### src/rtl/div_ctrl_pkg.sv
// rtl/div_ctrl_pkg.sv - shared state encoding and constants for the multi-cycle divider
package div_ctrl_pkg;

    localparam int DIV_ITER  = 32;
    localparam int DIV_CNT_W = 5;

    localparam logic [31:0] DIV_DBZ_QUO = 32'hFFFF_FFFF;

    typedef enum logic [1:0] {
        DivFree   = 2'd0,
        DivByZero = 2'd1,
        DivOn     = 2'd2,
        DivEnd    = 2'd3
    } div_state_e;

endpackage

### src/rtl/div_iter_step.sv
// rtl/div_iter_step.sv - one combinational restoring shift-subtract step on {rem, quo}
module div_iter_step
    import div_ctrl_pkg::*;
#(
    parameter int W = DIV_ITER
) (
    input  logic [W:0]   rem_i,
    input  logic [W-1:0] quo_i,
    input  logic [W-1:0] divisor_i,
    output logic [W:0]   rem_o,
    output logic [W-1:0] quo_o
);

    logic [W+1:0] rem_sh;
    logic [W+1:0] diff;

    assign rem_sh = {rem_i, quo_i[W-1]};
    assign diff   = rem_sh - {2'b00, divisor_i};

    // A clear top bit of diff means the trial subtraction did not go negative.
    always_comb begin
        rem_o = rem_sh[W:0];
        quo_o = {quo_i[W-2:0], 1'b0};
        if (!diff[W+1]) begin
            rem_o    = diff[W:0];
            quo_o[0] = 1'b1;
        end
    end

endmodule

### src/rtl/div_ctrl.sv
// rtl/div_ctrl.sv - 32-iteration restoring divider sequencer with pipeline stall and flush
module div_ctrl
    import div_ctrl_pkg::*;
#(
    parameter int DATA_W = 32
) (
    input  logic              clk,
    input  logic              rst,
    input  logic              start_i,
    input  logic              annul_i,
    input  logic              signed_i,
    input  logic              mod_i,
    input  logic [DATA_W-1:0] dividend_i,
    input  logic [DATA_W-1:0] divisor_i,
    output logic              stallreq_o,
    output logic              ready_o,
    output logic [DATA_W-1:0] result_o
);

    div_state_e           state_q, state_d;
    logic [DIV_CNT_W-1:0] cnt_q, cnt_d;
    logic [DATA_W:0]      rem_q, rem_d;
    logic [DATA_W-1:0]    quo_q, quo_d;
    logic [DATA_W-1:0]    dsr_q, dsr_d;
    logic [DATA_W-1:0]    dnd_q, dnd_d;
    logic                 mod_q, mod_d;
    logic                 negq_q, negq_d;
    logic                 negr_q, negr_d;
    logic [DATA_W-1:0]    result_q, result_d;

    logic [DATA_W:0]      step_rem;
    logic [DATA_W-1:0]    step_quo;
    logic [DATA_W-1:0]    dnd_mag;
    logic [DATA_W-1:0]    dsr_mag;

    assign dnd_mag = (signed_i && dividend_i[DATA_W-1]) ? -dividend_i : dividend_i;
    assign dsr_mag = (signed_i && divisor_i[DATA_W-1])  ? -divisor_i  : divisor_i;

    div_iter_step #(.W(DATA_W)) u_step (
        .rem_i     (rem_q),
        .quo_i     (quo_q),
        .divisor_i (dsr_q),
        .rem_o     (step_rem),
        .quo_o     (step_quo)
    );

    always_comb begin
        state_d    = state_q;
        cnt_d      = cnt_q;
        rem_d      = rem_q;
        quo_d      = quo_q;
        dsr_d      = dsr_q;
        dnd_d      = dnd_q;
        mod_d      = mod_q;
        negq_d     = negq_q;
        negr_d     = negr_q;
        result_d   = result_q;
        stallreq_o = 1'b0;
        ready_o    = 1'b0;

        case (state_q)
            DivFree: begin
                if (start_i && !annul_i) begin
                    stallreq_o = 1'b1;
                    dnd_d      = dividend_i;
                    mod_d      = mod_i;
                    quo_d      = dnd_mag;
                    dsr_d      = dsr_mag;
                    rem_d      = '0;
                    cnt_d      = '0;
                    negq_d     = signed_i & (dividend_i[DATA_W-1] ^ divisor_i[DATA_W-1]);
                    negr_d     = signed_i & dividend_i[DATA_W-1];
                    state_d    = (divisor_i == '0) ? DivByZero : DivOn;
                end
            end
            DivByZero: begin
                stallreq_o = 1'b1;
                if (annul_i) begin
                    state_d = DivFree;
                end else begin
                    state_d  = DivEnd;
                    result_d = mod_q ? dnd_q : DATA_W'(DIV_DBZ_QUO);
                end
            end
            DivOn: begin
                stallreq_o = 1'b1;
                if (annul_i) begin
                    state_d = DivFree;
                end else begin
                    rem_d = step_rem;
                    quo_d = step_quo;
                    cnt_d = cnt_q + 1'b1;
                    // Sign fix is applied to the final step's output so the result lands on entry to END.
                    if (cnt_q == DIV_CNT_W'(DIV_ITER - 1)) begin
                        state_d  = DivEnd;
                        result_d = mod_q ? (negr_q ? -step_rem[DATA_W-1:0] : step_rem[DATA_W-1:0])
                                         : (negq_q ? -step_quo : step_quo);
                    end
                end
            end
            DivEnd: begin
                ready_o = !annul_i;
                state_d = DivFree;
            end
            default: begin
                state_d = DivFree;
            end
        endcase
    end

    always_ff @(posedge clk) begin
        if (rst) begin
            state_q  <= DivFree;
            cnt_q    <= '0;
            rem_q    <= '0;
            quo_q    <= '0;
            dsr_q    <= '0;
            dnd_q    <= '0;
            mod_q    <= 1'b0;
            negq_q   <= 1'b0;
            negr_q   <= 1'b0;
            result_q <= '0;
        end else begin
            state_q  <= state_d;
            cnt_q    <= cnt_d;
            rem_q    <= rem_d;
            quo_q    <= quo_d;
            dsr_q    <= dsr_d;
            dnd_q    <= dnd_d;
            mod_q    <= mod_d;
            negq_q   <= negq_d;
            negr_q   <= negr_d;
            result_q <= result_d;
        end
    end

    assign result_o = result_q;

endmodule

### config.mk
export PLATFORM = sky130hd
export DESIGN_NAME = div_ctrl
export DESIGN_NICKNAME = d
export VERILOG_FILES = /design/src/rtl/div_ctrl_pkg.sv /design/src/rtl/div_iter_step.sv /design/src/rtl/div_ctrl.sv
export SDC_FILE = /design/constraint.sdc
export NUM_CORES = 1
export LEC_CHECK = 0
export BUFFER_PORTS_ARGS = -buffer_cell sky130_fd_sc_hd__buf_4
export CORE_UTILIZATION = 46
export CTS_CLUSTER_SIZE = 20
export DETAILED_ROUTE_END_ITERATION = 16
export GPL_ROUTABILITY_DRIVEN = 0
export PLACE_DENSITY = 0.68
export SLEW_MARGIN = 0
export SYNTH_ARGS = -nofsm -noshare
export SYNTH_HDL_FRONTEND = slang
export SYNTH_SLANG_ARGS = --single-unit
### constraint.sdc
create_clock -name clk -period 6.1 [get_ports clk]
set_clock_uncertainty 0.15 [all_clocks]
set_input_delay 1.22 -clock clk [delete_from_list [all_inputs] [get_ports clk]]
set_output_delay 1.22 -clock clk [all_outputs]
set_load 0.005 [all_outputs]
# After elaboration in Yosys (flattened, before gate mapping)
# Index checks and enable logic that the tools add are counted.
# op_classes
addsub	6
n_eq_ne	9
muxes	30
bitwise	3
n_reduce_logical	13
# op_table
operator	count
$mux W32	11
$neg A32 Y32	4
$pmux W32 S2	2
$mux W33	3
$pmux W33 S2	1
$sub A34 B32 Y34	1
$logic_not A32 Y1	1
$mux W2	5
$mux W5	2
$pmux W5 S2	1
$ne A2 B2 Y1 const B	4
$pmux W2 S4	1
$add A5 B1 Y5 const B	1
$eq A5 B5 Y1 const B	1
$eq A2 B2 Y1 const B	2
$reduce_and A2 Y1	2
$reduce_and A4 Y1	1
$reduce_bool A2 Y1	2
$logic_and A1 B1 Y1	3
$mux W1	3
$ne A3 B3 Y1 const B	1
$reduce_and A3 Y1	1
$and A1 B1 Y1	2
$eq A2 B1 Y1 const B	1
other kinds (5)	5
# totals
ff_bits	171
out_inout_bits	34

# Logic depth before layout (Yosys ltp)
# depth
word_depth	8
mapped_depth	26

# Modules after synthesis
# A second synthesis with hierarchy kept.
# unflattened
cells_unflattened	1619
hier_area_um2	12340.6
# by_module_without_submodules
module	instances	cells_per_inst	area_per_inst_um2	seq_area_each_um2
div_ctrl	1	1282	9894.5	3423.3
div_iter_step	1	337	2446.1	0.0

# Worst setup path before layout
# Ideal clock, no wire load.
# synth_path
path_kind	reg-to-reg
from	register rem_q[19]
to	register result_q[28], in the netlist result_o[28]
setup_time_ps	58
t_arrival_ps	4778
required_ps	5892
slack_ps	1113
stages_incl_launch_ff	24
n_path_buf	3
period_less_slack_ps	4987
cell_sequence	dfxtp_1 > ha_1 > a21oi_2 > o21ai_2 > a211oi_4 > o31ai_4 > nor4_4 > nor2_8 > buf_1 > clkbuf_1 > buf_2 > nand2_1 > nand2_1 > inv_1 > ha_1 > inv_1 > nor4b_1 > nand4b_1 > o31ai_1 > nand4b_1 > o211ai_1 > o31ai_1 > a211o_1 > nand2_1
# synth_between
elab_chain_len	8
# synth_rtl
item	line	source
start: declaration	div_ctrl.sv:22	logic [DATA_W:0] rem_q, rem_d;
start signal: assignment	div_ctrl.sv:126	rem_q <= rem_d;
$sub A34 B32 Y34	div_iter_step.sv:18	assign diff = rem_sh - {2'b00, divisor_i};
$mux W1 or $mux W33 (tied branches)	div_iter_step.sv:24	if (!diff[W+1]) begin
$neg A32 Y32 (on tied branches)	div_ctrl.sv:97, div_ctrl.sv:96	
$mux W32 (on tied branches)	div_ctrl.sv:97, div_ctrl.sv:96	
$mux W32 *	div_ctrl.sv:96	result_d = mod_q ? (negr_q ? -step_rem[DATA_W-1:0] : step_rem[DATA_W-1:0])
$mux W32 *	div_ctrl.sv:94	if (cnt_q == DIV_CNT_W'(DIV_ITER - 1)) begin
$mux W32 *	div_ctrl.sv:87	if (annul_i) begin
$pmux W32 S2 *	div_ctrl.sv:61	case (state_q)
end signal: assignment	div_ctrl.sv:133	result_q <= result_d;
end: declaration	div_ctrl.sv:29	logic [DATA_W-1:0] result_q, result_d;
# Every way passes the cells marked *; elsewhere a longest branch is shown, timed or not. The select of a mux whose other input is x is not followed.
# A chain may end at the register's enable or synchronous reset.

# Worst setup path in the final report
# Same ends and word-level chain as after synthesis.

==> key figures <==
Status
  • Status: finished, final reports clean

Job
  • Max-Cap Viols: 0

Cells and area
  • P&R area growth vs syn: 12.7%
  • Fillers: 2580
  • # diodes: 0
  • Register area: 3420 um2
  • Final Cell Area: 13800 um2
  • Core Util, Final: 0.528
  • Nets@finish: ~1800
  • Fraction of final layout cells sized beyond drive strength 1: 0.104
  • Multi-input gate area: 8190 um2

Timing
  • Setup TNS Final: 0 ns
  • WHS: 0.292 ns
  • Period minus WS final: 5.38 ns
  • Final setup vio count: 0
  • RSZ-0062 raised after global routing: no
  • Final-report hold violation count: 0
  • Slew @ Worst Pin: 1.38 ns
  • Slew Viols, Final: 0
  • Slew margin rel.: 0.0736
  • Fmax achieved: 0.186 GHz
  • Final Cycle Share: 0.882

Min path
  • Min-delay worst type: reg2reg
  • Hold depth: 2

Clock tree
  • H-tree levels: 4
  • Post-CTS setup buffers: 0
  • Clock-pin transition on the worst setup and hold timing paths: 0.07 ns
  • Post-CTS sizing: 0
  • Clock Tree Root: clkbuf_16
  • CTS tree: yes
  • Post-cts hold buffer count: 0
  • Clk buf depth: 2
  • CTS buffer count: 17
  • Clk_lat worst skew: 0.45 ns
  • Clk sinks: 171

Critical path
  • Worst path cell trace: ha_1 > a21oi_2 > o21ai_2 > a211oi_4 > o31ai_4 > nor4_4 > nor2_8 > buf_4 > nand2_1 > nand2_1 > inv_1 > ha_1 > inv_1 > nor4b_1 > nand4b_1 > o31ai_1 > nand4b_1 > o211ai_1 > o31ai_1 > a211o_1 > nand2_1
  • Reg2Reg Depth: 21
  • Startpoint types: flop
  • Most numerous cell on the critical path: nand2_1
  • Worst Path Required: 6.34 ns
  • Worst-path fanout max: 40
  • CP arrival: 5.61 ns
  • Critical Path End Type: flop
  • Critical Path Slowest Stage Cell: nor4_4
  • Slowest stage delay, CP: 0.69 ns
  • Kind of critical path: reg2reg

Drt
  • # DRC: 0
  • Vias per cell: 6.07
  • Vias: 12600
  • Total length of routed wires: 39700 um
  • WL per Instance: approximately 19 um
  • DRT antenna net count: 0
  • Drt pass-1 iters: 6
  • Initial drt markers: 1341

Synth
  • Synth Cell Area: 12200 um2
  • Synthesized flop and latch total: ~170
  • Synth area leader: dfxtp_1
  • Post-synthesis net count: ~1800
  • Main synth FF type: dfxtp_1
  • Yosys top cell area share: 0.281
  • Sequential fraction of the synthesis area: 0.281
  • YS warnings: 0
  • EDFF count, synth: 0
  • Syn avg cell area: between 7 and 8 um2
  • Synth area leaders: dfxtp_1 (28%), nand2_1 (8.1%), a21oi_1 (7.9%), nor2_1 (5.7%), xnor2_1 (5.2%)
  • Post-synth ARST share: 0
  • Cell variety after synth: 78
  • Top cells by count, synth: nand2_1 (262), a21oi_1 (193), nor2_1 (186)
  • Count leader, synth: nand2_1
  • Cells after Synth: 1694

Floorplanning
  • Starting Density: 0.468
  • I/O pin total: 104
  • Rows: 59
  • Core ar.: around 26000 um2
  • Die Y: roughly 160 um
  • Width of the die: 165 um
  • Die footprint: 27200 um2

Power and ir drop
  • Pwr Density: about 350 nW/um2
  • Peak supply drop: between 400 and 500 uV
  • LEAKAGE: 5.26 nW

GRT
  • First-pass GRT wire length: 62100 um
  • Vias in the first global route: ~11000
  • Pin count of the biggest net entering global routing: 82
  • Gr ovfl total: 0
  • Initial antenna violation count: 0
  • Total track usage: 0.294

Placed design
  • Post-DP Area: 13100 um2
  • Post-DP HPWL: 28800 um
  • Port bufs: approximately 100
## state kept, by name, indices dropped and copies added (netlist names)
name	cells
dsr_q	32
quo_q	32
mod_q	1
cnt_q	5
result_o	32
rem_q	33
dnd_q	32
negq_q	1
negr_q	1
state_q	2
## layout make-up
cell class	instances	share of cell area
sequential	171	0.249
inverter	58	0.0160
clock inverter	13	0.0133
timing repair buffer	117	0.0639
tap	335	0.0305
multi-input combinational	1366	0.595
clock buffer	19	0.0322
## power by group
group	total [mW]	internal, mW	switching (mW)	leakage, nW
registers	1.41	1.27	0.140	1.39
logic	2.28	0.770	1.51	3.57
clock network	1.19	0.670	0.518	0.301
total	4.87	2.71	2.16	5.26
## worst max-delay path: cells and delay by family, from the launching register on
family	cells	cell delay (ns)
buffers and inverters	3	0.48
AND/OR/NAND/NOR	8	1.87
AO/OA/AOI/OAI	8	1.83
adder cells (fa/ha/maj)	2	0.51
flip-flops	1	0.46
## metal layers
metal,part of all wire,GRT usage,vias up
li1,-,-,6103
met1,0.45,0.411,5877
met2,0.45,0.453,567
met3,0.077,0.0505,77
met4,0.026,0.101,0
met5,0,0,-
## final timing paths
check	slack (ns)	endpoint	from
worst max-delay path	0.72	result_o[28]	rem_q[19]
worst max register to register	0.72	result_o[28]	rem_q[19]
worst min-delay path	0.29	result_o[1]	result_o[1]
worst min register to register	0.29	result_o[1]	result_o[1]
## placed cells by master (no fill, tap or decap), types with 14 or more instances in the layout
master,instances
dfxtp_1,171
xor2_1,57
buf_4,117
mux2i_1,28
a211oi_1,29
or3_1,20
nor2_1,183
ha_1,43
clkbuf_16,17
nor3_1,43
o21ai_0,117
o221ai_1,14
xnor2_1,73
o31ai_1,30
a22oi_1,14
nand2_1,262
a21oi_1,193
nand3_1,25
nor4_1,20
inv_1,55
## per-stage QoR
step,power (mW),std cells,setup slack [ns]
2_1_floorplan,2.97,1694,1.11
4_1_cts,4.83,2079,0.840
6_report,4.87,2079,0.720
3_3_place_gp,3.62,2047,1.06
3_5_place_dp,3.65,2047,0.898
5_1_grt,5.15,2079,0.419
## cells by family (layout without fill, tap and decap cells)
kind of cell	Yosys count	after routing	synth area share
AND/OR/NAND/NOR	640	640	0.235
AO/OA/AOI/OAI	523	523	0.272
flip-flops	171	171	0.281
buffers and inverters	157	207	0.0498
XOR/XNOR	130	130	0.0933
adder cells (fa/ha/maj)	45	45	0.0468
multiplexers	28	28	0.0230
No activity file was read; power rests on OpenSTA's default activity.
